`config.mk`:
```
export PLATFORM = sky130hd
export DESIGN_NAME = gemm_result_writer
export DESIGN_NICKNAME = d
export VERILOG_FILES = /design/src/rtl/gemm_result_writer.sv
export SDC_FILE = /design/constraint.sdc
export NUM_CORES = 1
export LEC_CHECK = 0
export CELL_PAD_IN_SITES_DETAIL_PLACEMENT = 1
export CELL_PAD_IN_SITES_GLOBAL_PLACEMENT = 1
export CORE_ASPECT_RATIO = 1.2
export CORE_UTILIZATION = 40
export DETAILED_ROUTE_END_ITERATION = 6
export GPL_TIMING_DRIVEN = 0
export PLACE_DENSITY_LB_ADDON = 0.1
export RECOVER_POWER = 50
export SETUP_SLACK_MARGIN = 0.2
export SKIP_LAST_GASP = 1
export SYNTH_ARGS = -nofsm -noshare
export SYNTH_HDL_FRONTEND = slang
export SYNTH_SLANG_ARGS = --single-unit
```
`constraint.sdc`:
```
create_clock -name clk_i -period 3.8 [get_ports clk_i]
set_input_delay 1.14 -clock clk_i [delete_from_list [all_inputs] [get_ports clk_i]]
set_output_delay 1.14 -clock clk_i [all_outputs]
set_load 0.01 [all_outputs]
```
`src/rtl/gemm_result_writer.sv`:
```
// GeMM result write-back: buffers result pulses in a small FIFO and
// streams them to output memory at consecutive addresses from a base.
module gemm_result_writer #(
  parameter int unsigned AddrWidth = 16,
  parameter int unsigned DataWidth = 32,
  parameter int unsigned FifoDepth = 4
) (
  input  logic                 clk_i,
  input  logic                 rst_ni,
  input  logic                 start_i,
  input  logic [AddrWidth-1:0] M_size_i,
  input  logic [AddrWidth-1:0] N_size_i,
  input  logic [AddrWidth-1:0] base_addr_i,
  input  logic                 result_valid_i,
  input  logic [DataWidth-1:0] result_data_i,
  output logic                 result_ready_o,
  output logic                 mem_req_o,
  output logic [AddrWidth-1:0] mem_addr_o,
  output logic [DataWidth-1:0] mem_wdata_o,
  input  logic                 mem_gnt_i,
  output logic [AddrWidth-1:0] M_count_o,
  output logic [AddrWidth-1:0] N_count_o,
  output logic                 busy_o,
  output logic                 done_o,
  output logic                 overflow_o
);

  localparam int unsigned PtrW = $clog2(FifoDepth);
  localparam int unsigned CntW = 2 * AddrWidth;

  localparam logic [AddrWidth-1:0] AOne = AddrWidth'(1);
  localparam logic [CntW-1:0]      COne = CntW'(1);
  localparam logic [PtrW-1:0]      POne = PtrW'(1);
  localparam logic [PtrW:0]        FOne = (PtrW + 1)'(1);
  localparam logic [PtrW:0]        Full = (PtrW + 1)'(FifoDepth);

  typedef enum logic [1:0] {
    Idle,
    Busy,
    Finish
  } state_e;

  state_e state_q, state_d;

  logic [AddrWidth-1:0] m_q, n_q, base_q;
  logic [AddrWidth-1:0] widx_q, m_cnt_q, n_cnt_q;
  logic [CntW-1:0]      total_q, acc_q;
  logic [DataWidth-1:0] fifo_q [FifoDepth];
  logic [PtrW-1:0]      rptr_q, wptr_q;
  logic [PtrW:0]        cnt_q;
  logic                 ovf_q;

  logic full, empty, start_ok;
  logic push, pop, last;
  logic n_wrap;

  assign full     = (cnt_q == Full);
  assign empty    = (cnt_q == '0);
  assign start_ok = start_i && (state_q == Idle);

  assign result_ready_o = (state_q == Busy) && !full
                        && (acc_q < total_q);
  assign push = result_valid_i && result_ready_o;

  assign mem_req_o   = (state_q == Busy) && !empty;
  assign mem_addr_o  = base_q + widx_q;
  assign mem_wdata_o = mem_req_o ? fifo_q[rptr_q] : '0;
  assign pop         = mem_req_o && mem_gnt_i;

  assign n_wrap = (n_cnt_q == n_q - AOne);
  assign last   = n_wrap && (m_cnt_q == m_q - AOne);

  assign M_count_o  = m_cnt_q;
  assign N_count_o  = n_cnt_q;
  assign busy_o     = (state_q != Idle);
  assign overflow_o = ovf_q;

  // State register
  always_ff @(posedge clk_i or negedge rst_ni) begin
    if (!rst_ni) state_q <= Idle;
    else         state_q <= state_d;
  end

  // Next-state and completion pulse
  always_comb begin
    state_d = state_q;
    done_o  = 1'b0;
    unique case (state_q)
      Idle: begin
        if (start_ok) begin
          if (M_size_i == '0 || N_size_i == '0)
            state_d = Finish;
          else
            state_d = Busy;
        end
      end
      Busy: begin
        if (pop && last) state_d = Finish;
      end
      Finish: begin
        done_o  = 1'b1;
        state_d = Idle;
      end
      default: state_d = Idle;
    endcase
  end

  // Sizes, counters, FIFO pointers and sticky overflow
  always_ff @(posedge clk_i or negedge rst_ni) begin
    if (!rst_ni) begin
      m_q     <= '0;
      n_q     <= '0;
      base_q  <= '0;
      total_q <= '0;
      acc_q   <= '0;
      widx_q  <= '0;
      m_cnt_q <= '0;
      n_cnt_q <= '0;
      rptr_q  <= '0;
      wptr_q  <= '0;
      cnt_q   <= '0;
      ovf_q   <= 1'b0;
    end else if (start_ok) begin
      m_q     <= M_size_i;
      n_q     <= N_size_i;
      base_q  <= base_addr_i;
      total_q <= CntW'(M_size_i) * CntW'(N_size_i);
      acc_q   <= '0;
      widx_q  <= '0;
      m_cnt_q <= '0;
      n_cnt_q <= '0;
      rptr_q  <= '0;
      wptr_q  <= '0;
      cnt_q   <= '0;
      ovf_q   <= 1'b0;
    end else begin
      if (result_valid_i && !result_ready_o)
        ovf_q <= 1'b1;
      if (push) begin
        wptr_q <= wptr_q + POne;
        acc_q  <= acc_q + COne;
      end
      if (pop) begin
        rptr_q <= rptr_q + POne;
        widx_q <= widx_q + AOne;
        if (n_wrap) begin
          n_cnt_q <= '0;
          m_cnt_q <= m_cnt_q + AOne;
        end else begin
          n_cnt_q <= n_cnt_q + AOne;
        end
      end
      if (push && !pop)
        cnt_q <= cnt_q + FOne;
      else if (pop && !push)
        cnt_q <= cnt_q - FOne;
    end
  end

  // Result storage; contents are don't-care until written
  always_ff @(posedge clk_i) begin
    if (push) fifo_q[wptr_q] <= result_data_i;
  end

endmodule

```
# Word level (Yosys, flattened, before mapping)
# Memories as Yosys holds them, arrays and structs flattened.
# Index checks and enable logic that the tools add are counted.
[word_totals] inputBits=85 wordCells=90 ram_bits=128 n_memories=1 out_inout_bits=85 reg_bits=170
[op_classes] reduce_logical=29 add_sub_neg=11 order_cmp=1 mul=1 eq_ne=7 n_mux=27
[mem_list] name="fifo_q" depth=4 width=32 read_ports=1 rd_clocked_by_memory_dff=0 wr=1 line_no="48" rtl="logic [DataWidth-1:0] fifo_q [FifoDepth];"
[op_table] cell="16-bit 2-to-1 mux" n=8
[op_table] cell="32-bit 2-to-1 mux" n=3
[op_table] cell="16-bit by 1-bit adder with 16-bit output (second input constant)" n=3
[op_table] cell="32-bit by 1-bit adder with 32-bit output (second input constant)" n=1
[op_table] cell="16-bit equality test" n=2
[op_table] cell="16-bit logical NOT" n=2
[op_table] cell="32-bit < comparator" n=1
[op_table] cell="16-bit by 16-bit multiplier with 32-bit output" n=1
[op_table] cell="16-bit by 1-bit subtractor with 16-bit output (second input constant)" n=2
[op_table] cell="16-bit adder" n=1
[op_table] cell="2-bit 2-to-1 mux" n=7
[op_table] cell="1-bit logical AND" n=11
[op_table] cell="2-bit nonzero test" n=5
[op_table] cell="3-bit 2-to-1 mux" n=3
[op_table] cell="1-bit logical NOT" n=5
[op_table] cell="1-bit 2-to-1 mux" n=5
[op_table] cell="2-bit by 1-bit adder with 2-bit output (second input constant)" n=2
[op_table] cell="2-bit case mux with 2 select lines" n=1
[op_table] cell="2-bit AND reduction" n=2
[op_table] cell="3-bit by 1-bit adder with 3-bit output (second input constant)" n=1
[op_table] cell="3-bit equality test (second input constant)" n=1
[op_table] cell="3-bit logical NOT" n=1
[op_table] cell="3-bit nonzero test" n=1
[op_table] cell="3-bit by 1-bit subtractor with 3-bit output (second input constant)" n=1
[op_table] cell="6 further kinds" n=6

# Logic depth before layout (Yosys ltp)
# Gate-level depths: netlist (run 1).
[depth] word_depth=10 ltp_mapped=25 mapped_depth_nobuf=23

# Least setup slack after synthesis (run 1)
# Ideal clock, no wire load.
[synth_path] path_kind="input-to-reg" start="in N_size_i[7]" end="reg total_q[30]" stages=24 setup_time_ns=0.136 path_slack_ns=-3.158 arrival_ns=6.821 required_ns=3.664 path_buffers=2 cell_sequence="clkbuf_1 clkbuf_1 nand2_1 fa_1 inv_1 fa_1 inv_1 fa_1 inv_1 fa_1 fa_1 inv_1 fa_1 inv_1 ha_1 a21o_1 nand4b_1 a211oi_1 nor4_1 o221a_2 a211oi_1 o21ai_0 xnor2_1 o21ai_0"
[synth_between] elab_chain_cells=1
[synth_lines] item="from (decl)" line_no="12" rtl="input logic [AddrWidth-1:0] N_size_i,"
[synth_lines] item="16-bit by 16-bit multiplier with 32-bit output" line_no="127" rtl="total_q <= CntW'(M_size_i) * CntW'(N_size_i);"
[synth_lines] item="to (signal assigned)" line_no="127"
[synth_lines] item="to (decl)" line_no="47" rtl="logic [CntW-1:0] total_q, acc_q;"
# Every way passes these cells.
# A chain may end at the register's enable or synchronous reset.

# Worst setup path in the final report (run 1)
[layout_path] start="in M_size_i[5]" end="reg total_q[30]"
[layout_between] elab_chain_cells=1
[layout_lines] item="from (decl)" line_no="11" rtl="input logic [AddrWidth-1:0] M_size_i,"
[layout_lines] item="16-bit by 16-bit multiplier with 32-bit output" line_no="127"
# Every way passes these cells.

==> impl_metrics.env, run 1 <==
export IMPL_status="finished with violations"
export IMPL_violations="max-capacitance violations, max-slew violations, negative setup slack"
export IMPL_period_needed_ns=6.55
export IMPL_place_ws_ns=-4.80
export IMPL_synth_area_sq_um=23200
export IMPL_setup_viol=32
export IMPL_avgSynthCellArea_sq_um=9.91
export IMPL_fin_worst_skew_ns=0.0345
export IMPL_final_antenna_net_count=0
export IMPL_crit_arrival_ns=6.96
export IMPL_crit_fanout=5
export IMPL_coreArea_sq_um=57300
export IMPL_rr_worst_depth=10
export IMPL_clkSinkCount=298
export IMPL_antenna_found_initial=3
export IMPL_drv_cap=1
export IMPL_hpwl_mm=56.3
export IMPL_gp_congestion=0.837
export IMPL_worst_slack_ns=-2.75
export IMPL_hold_class="flip-flop to flip-flop"
export IMPL_max_freq_ghz=0.153
export IMPL_ios=170
export IMPL_cts_made_buffers=35
export IMPL_syn_nets=2786
export IMPL_cp_end_kind="flip-flop"
export IMPL_seq_area_frac_synth=0.348
export IMPL_setup_worst_path_start_class="input pin"
export IMPL_path_buf_inv=6
export IMPL_final_util=0.532
export IMPL_drt_initial_drc_count=862
export IMPL_grt_usage=0.267
export IMPL_whs_path_depth=2
export IMPL_io_buffers=157
export IMPL_firstDrtPassIters=7
export IMPL_holdCritStartpoint="total_q[27]$_DFFE_PN0P_"
export IMPL_core_rowCount=96
export IMPL_ir_drop_uv=1350
export IMPL_clkLatencyLatePin_ns=0.55
export IMPL_synthFlopType="dfrtp_1"
export IMPL_synth_cells=2345
export IMPL_critPathRequiredTime_ns=4.21
export IMPL_hold_end="total_q[27]$_DFFE_PN0P_"
export IMPL_area_growth_pct=31.0
export IMPL_finish_instance_area_sq_um=30500
export IMPL_num_vias=18700
export IMPL_synth_seq_cells=298
export IMPL_drive_above_1_share=0.207
export IMPL_clock_path_buffers=3
export IMPL_avgRoutedWirePerCell_um=22.6
export IMPL_p_leak_uw=0.0136
export IMPL_async_flop_share=0.570
export IMPL_wl_mm=78.0
export IMPL_layout_nets=3138
export IMPL_die_h_um=266
export IMPL_die_w_um=222
export IMPL_drv_slew=82
export IMPL_relSlewSlack=-0.441
export IMPL_multi_input_area_sq_um=14700
export IMPL_yosysWarnings=0
export IMPL_cp_common_cell="fa_1"
export IMPL_grt_max_degree=91
export IMPL_tightest_slew_ns=2.16
export IMPL_fillCellCount=6172
export IMPL_start_util=0.406
export IMPL_ff_latch_area_sq_um=8110
export IMPL_cp_top_family="adder cells"
export IMPL_h_tree_depth=2
export IMPL_slowest_delay_ns=0.58
export IMPL_cpMaxStageDelayCell="fa_1"
export IMPL_path_clk_slew_ns=0.06
export IMPL_cts_root_buf="clkbuf_16"
export IMPL_grt_pass1_vias=20600
export IMPL_dieArea_sq_um=59100
export IMPL_vias_per_cell=5.40
export IMPL_cellPowerDensity_nw_per_um2=915
export IMPL_grt_pass1_wl_mm=120
export IMPL_critPathKind="input pin to flip-flop"
export IMPL_path_cells="buf_12 > clkbuf_16 > and2_4 > fa_1 > inv_2 > fa_2 > fa_1 > fa_1 > inv_1 > fa_1 > inv_2 > fa_2 > inv_2 > ha_4 > a21oi_4 > nand4b_1 > nor2_2 > nor4_2 > o221a_2 > a211oi_4 > o21ai_1 > xnor2_1 > o21ai_1"
export IMPL_tritoncts="yes"
export IMPL_r2r_slack_ns=0.40
export IMPL_postCtsHoldBufs=0
export IMPL_rsz0062_at_grt="true"
export IMPL_synth_edf_count=128
export IMPL_synth_distinct_cells=73
export IMPL_setup_tns_ns=-56.01
export IMPL_r2r_end="M_count_o[2]$_DFFE_PN0P_"
export IMPL_hold_violations=0
export IMPL_rr_startpoint="n_q[3]$_DFFE_PN0P_"
export IMPL_period_share=1.72
export IMPL_placed_area_sq_um=26400
export IMPL_grt_overflow=0
export IMPL_drc=0
## area by class of cell
class / count / area share
Buffer: 106 / 0.0443
Multi-Input combinational cell: 1640 / 0.484
Clock inverter: 18 / 0.00620
Antenna cell: 2 / 0.000164
Timing Repair Buffer: 315 / 0.101
Sequential cell: 298 / 0.266
Clock buffer: 43 / 0.0304
Tap cell: 735 / 0.0302
Inverter: 301 / 0.0371
## routing by layer
layer  track usage  vias up  part of all wire
li1              -     8494                 -
met1         0.301     9624              0.39
met2         0.502      387              0.53
met3        0.0302      162             0.031
met4         0.120        0             0.047
met5             0        -                 0
## logic make-up (layout without fill, tap and decap cells)
kind of cell	Yosys count	count (layout)	share of synthesized area
adder cells (fa/ha/maj)	356	356	0.255
AO/OA/AOI/OAI	300	300	0.0788
AND/OR/NAND/NOR	839	839	0.177
buffers and inverters	407	783	0.0659
XOR/XNOR	100	100	0.0377
multiplexers	45	45	0.0368
other	0	2	0
flip-flops	298	298	0.348
## how the worst max path moves through the flow
stage / start / end / cells after the start
finish: M_size_i[5] / total_q[30]$_DFFE_PN0P_ / 23
global route: N_size_i[9] / total_q[29]$_DFFE_PN0P_ / 23
CTS: N_size_i[5] / total_q[31]$_DFFE_PN0P_ / 23
detailed placement: M_size_i[15] / total_q[31]$_DFFE_PN0P_ / 21
global placement: rst_ni / total_q[22]$_DFFE_PN0P_ / 1
floorplan: M_size_i[12] / total_q[28]$_DFFE_PN0P_ / 22
## per-stage QoR
stage                     total power, uW  std cells  hold slack, ns
after floorplan                     14500       2345           0.427
after global placement              18800       3237           0.447
after detailed placement            19200       3242           0.460
after CTS                           26400       3421           0.478
after global routing                29700       3458           0.506
final                               27900       3458           0.480
## cells in the mapped netlist (12+ instances only)
master / n / area share
nor2_1: 69 / 0.011
xor2_1: 40 / 0.015
dfrtp_1: 170 / 0.18
a211oi_1: 12 / 0.0039
a21oi_1: 81 / 0.017
and2_1: 159 / 0.043
a21o_1: 19 / 0.0061
or4_1: 14 / 0.0045
xnor2_1: 60 / 0.023
mux4_2: 32 / 0.031
nor3_1: 20 / 0.0043
edfxtp_1: 128 / 0.17
inv_1: 301 / 0.049
fa_1: 196 / 0.17
o31ai_1: 19 / 0.0061
nand4_1: 25 / 0.0067
clkbuf_1: 93 / 0.015
or3_1: 33 / 0.0089
ha_1: 160 / 0.086
nor4_1: 14 / 0.0038
o21ai_0: 107 / 0.023
and3_1: 25 / 0.0067
nand3_1: 36 / 0.0078
nand2_1: 391 / 0.063
## state kept, by name (all words and copies together) (netlist names)
register and count:
fifo_q 128, acc_q 32, total_q 32, M_count_o 16
N_count_o 16, base_q 16, m_q 16, n_q 16
widx_q 16, cnt_q 3, rptr_q 2, state_q 2
wptr_q 2, overflow_o 1
## power by group
part | internal [uW] | switching (uW) | total, uW
Clock | 1950 | 1390 | 3330
Sequential | 4100 | 460 | 4560
Combinational | 9580 | 10400 | 20000
## worst register-to-register path, cell delays in order, from the launching register on
cell	delay, ns
dfrtp_1	0.45
or3_1	0.39
clkbuf_1	0.19
or4b_1	0.56
a21bo_2	0.21
o2bb2ai_1	0.18
or3_1	0.45
nor3_1	0.47
nand2_1	0.13
xor2_1	0.18
nor2_1	0.07
## what timing repair did
action,in CTS,in global routing
buffers inserted,116,33
endpoints found under the hold margin,0,0
pin swaps,101,69
gates resized for setup,499,104
endpoints found under the setup margin,86,84
gates cloned,2,2
## cell usage in the layout (no fill, tap or decap), types with 48 or more instances in the layout
master,synthesis,final
edfxtp_1,128,128
clkbuf_16,0,73
clkdlybuf4s50_1,0,56
and2_1,159,138
nand2_1,391,376
o21ai_0,107,72
fa_1,196,175
dfrtp_1,170,158
inv_1,301,274
xnor2_1,60,50
ha_1,160,128
a21oi_1,81,62
dlygate4sd3_1,0,48
buf_4,0,122
nor2_1,69,65
Note: power is estimated with default switching activity, not from simulation.
==> run 2, diff against run 1 <==
- GPL_TIMING_DRIVEN: 0 -> default
- SKIP_LAST_GASP: 1 -> default
==> run 2 against run 1 <==
  * The flow still finishes with violations (max-capacitance violations, max-slew violations, negative setup slack)
  * Die area unchanged
  * First-iteration DRC count decreased by 22%
  * Non-clock buffer count increased by 44
  * Cell count increased by 1.3%
  * Total power increased by 3.5%
  * Routed wire length decreased by 8.6%
  * Sequential cell count unchanged
  * Setup slack improved by 0.11 ns
  * Sequential share of layout area increased by 0.15 points
  * Combinational power increased by 3%
==> impl_metrics.env, run 2 (same netlist as run 1, synthesis figures left out) <==
export IMPL_vias_per_cell=5.26
export IMPL_coreArea_sq_um=57300
export IMPL_postCtsHoldBufs=0
export IMPL_critPathKind="input pin to flip-flop"
export IMPL_antenna_found_initial=2
export IMPL_avgRoutedWirePerCell_um=20.4
export IMPL_crit_fanout=6
export IMPL_rr_worst_depth=5
export IMPL_wl_mm=71.3
export IMPL_rsz0062_at_grt="true"
export IMPL_area_growth_pct=30.2
export IMPL_grt_overflow=0
export IMPL_r2r_slack_ns=0.28
export IMPL_clock_path_buffers=3
export IMPL_start_util=0.406
export IMPL_p_leak_uw=0.0138
export IMPL_hpwl_mm=54.2
export IMPL_path_cells="buf_6 > buf_12 > and2_4 > fa_1 > inv_2 > fa_1 > fa_1 > fa_1 > inv_2 > fa_1 > inv_2 > fa_1 > inv_2 > ha_4 > a21oi_4 > nand4b_1 > a211oi_4 > nor4_2 > o221a_2 > a211oi_4 > buf_4 > xnor2_1 > o21ai_0"
export IMPL_firstDrtPassIters=4
export IMPL_hold_class="flip-flop to flip-flop"
export IMPL_top_regs="fifo_q (128), acc_q (32), total_q (32)"
export IMPL_ff_latch_area_sq_um=8110
export IMPL_tightest_slew_ns=1.76
export IMPL_clkSinkCount=298
export IMPL_io_buffers=169
export IMPL_critPathRequiredTime_ns=4.21
export IMPL_die_w_um=222
export IMPL_status="finished with violations"
export IMPL_period_share=1.69
export IMPL_die_h_um=266
export IMPL_top_register="fifo_q"
export IMPL_clkLatencyLatePin_ns=0.55
export IMPL_hold_violations=0
export IMPL_cts_made_buffers=35
export IMPL_cpMaxStageDelayCell="fa_1"
export IMPL_ios=170
export IMPL_drv_slew=86
export IMPL_drt_initial_drc_count=672
export IMPL_layout_nets=3182
export IMPL_totalPowerFinal_uw=28900
export IMPL_final_cell_mix="372 x nand2_1, 274 x inv_1, 215 x buf_4"
export IMPL_violations="max-capacitance violations, max-slew violations, negative setup slack"
export IMPL_grt_pass1_vias=20500
export IMPL_insertedDiodeCount=0
export IMPL_final_antenna_net_count=0
export IMPL_drc=0
export IMPL_max_freq_ghz=0.155
export IMPL_fillCellCount=6300
export IMPL_drv_cap=2
export IMPL_cellPowerDensity_nw_per_um2=954
export IMPL_whs_path_depth=2
export IMPL_dpl_cell_count=3357
export IMPL_gp_congestion=0.883
export IMPL_num_vias=18400
export IMPL_period_needed_ns=6.44
export IMPL_final_util=0.528
export IMPL_final_common_cell="nand2_1"
export IMPL_setup_worst_path_start_class="input pin"
export IMPL_worst_slack_ns=-2.64
export IMPL_fin_worst_skew_ns=0.0261
export IMPL_setup_viol=87
export IMPL_grt_pass1_wl_mm=114
export IMPL_crit_arrival_ns=6.85
export IMPL_multi_input_area_sq_um=14600
export IMPL_layout_cells_non_filler=3503
export IMPL_grt_max_degree=74
export IMPL_place_ws_ns=-3.69
export IMPL_core_rowCount=96
export IMPL_tritoncts="yes"
export IMPL_cts_root_buf="clkbuf_16"
export IMPL_ir_drop_uv=1180
export IMPL_h_tree_depth=2
export IMPL_drive_above_1_share=0.225
export IMPL_grt_usage=0.248
export IMPL_cp_end_kind="flip-flop"
export IMPL_largest_register_ffs=128
export IMPL_relSlewSlack=-0.172
export IMPL_dieArea_sq_um=59100
export IMPL_slowest_delay_ns=0.59
export IMPL_cp_common_cell="fa_1"
export IMPL_path_clk_slew_ns=0.06
-- run 2: final cells by class --
class	instances	area share
Sequential cell	298	0.268
Timing Repair Buffer	465	0.141
Multi-Input combinational cell	1640	0.482
Tap cell	735	0.0304
Clock inverter	19	0.0101
Clock buffer	45	0.0316
Inverter	301	0.0373
-- run 2: metal layers --
layer | vias up | global-route usage | wire [um]
li1 | 8569 | - | -
met1 | 9511 | 0.281 | 28300
met2 | 231 | 0.485 | 39500
met3 | 101 | 0.0236 | 1450
met4 | 2 | 0.0736 | 2070
met5 | - | 0 | 13
-- run 2: worst paths after layout --
kind                                         from                      end
max                                   M_size_i[7]  total_q[26]$_DFFE_PN0P_
min                        total_q[0]$_DFFE_PN0P_   total_q[0]$_DFFE_PN0P_
max reg2reg                state_q[0]$_DFFE_PN0P_      m_q[10]$_DFFE_PN0P_
min reg2reg                total_q[0]$_DFFE_PN0P_   total_q[0]$_DFFE_PN0P_
max in group asynchronous                  rst_ni    rptr_q[0]$_DFFE_PN0P_
min in group asynchronous                  rst_ni     acc_q[1]$_DFFE_PN0P_
-- run 2: what timing repair did --
item | in CTS | in global routing
buffers inserted | 59 | 23
resized for setup | 316 | 99
pin swaps | 91 | 69
endpoints found under the setup margin | 79 | 74
-- run 2: metrics by stage --
| step | TNS [ns] | hold WS (ns) | cell area, sq um |
|---|---|---|---|
| 2_1_floorplan | -50.72 | 0.427 | 23800 |
| 3_3_place_gp | -82.69 | 0.456 | 27500 |
| 3_5_place_dp | -85.17 | 0.464 | 27500 |
| 4_1_cts | -56.69 | 0.482 | 29800 |
| 5_1_grt | -84.64 | 0.504 | 30300 |
| 6_report | -64.91 | 0.479 | 30300 |
-- run 2: where the power goes --
| part | switching [uW] | leakage, uW | total, uW | internal (uW) |
|---|---|---|---|---|
| Combinational | 10200 | 0.00983 | 20500 | 10400 |
| Clock | 1420 | 0.000609 | 3700 | 2280 |
| Sequential | 503 | 0.00339 | 4600 | 4100 |
-- run 2: critical path, delay by kind of cell --
| kind | cells | cell delay, ns |
|---|---|---|
| xor gates and xnor gates | 1 | 0.10 |
| adders and majority gates | 7 | 3.42 |
| AOI/OAI and AO/OA | 5 | 1.15 |
| and+or+nand+nor | 3 | 0.46 |
| buffers and inverters | 7 | 0.57 |
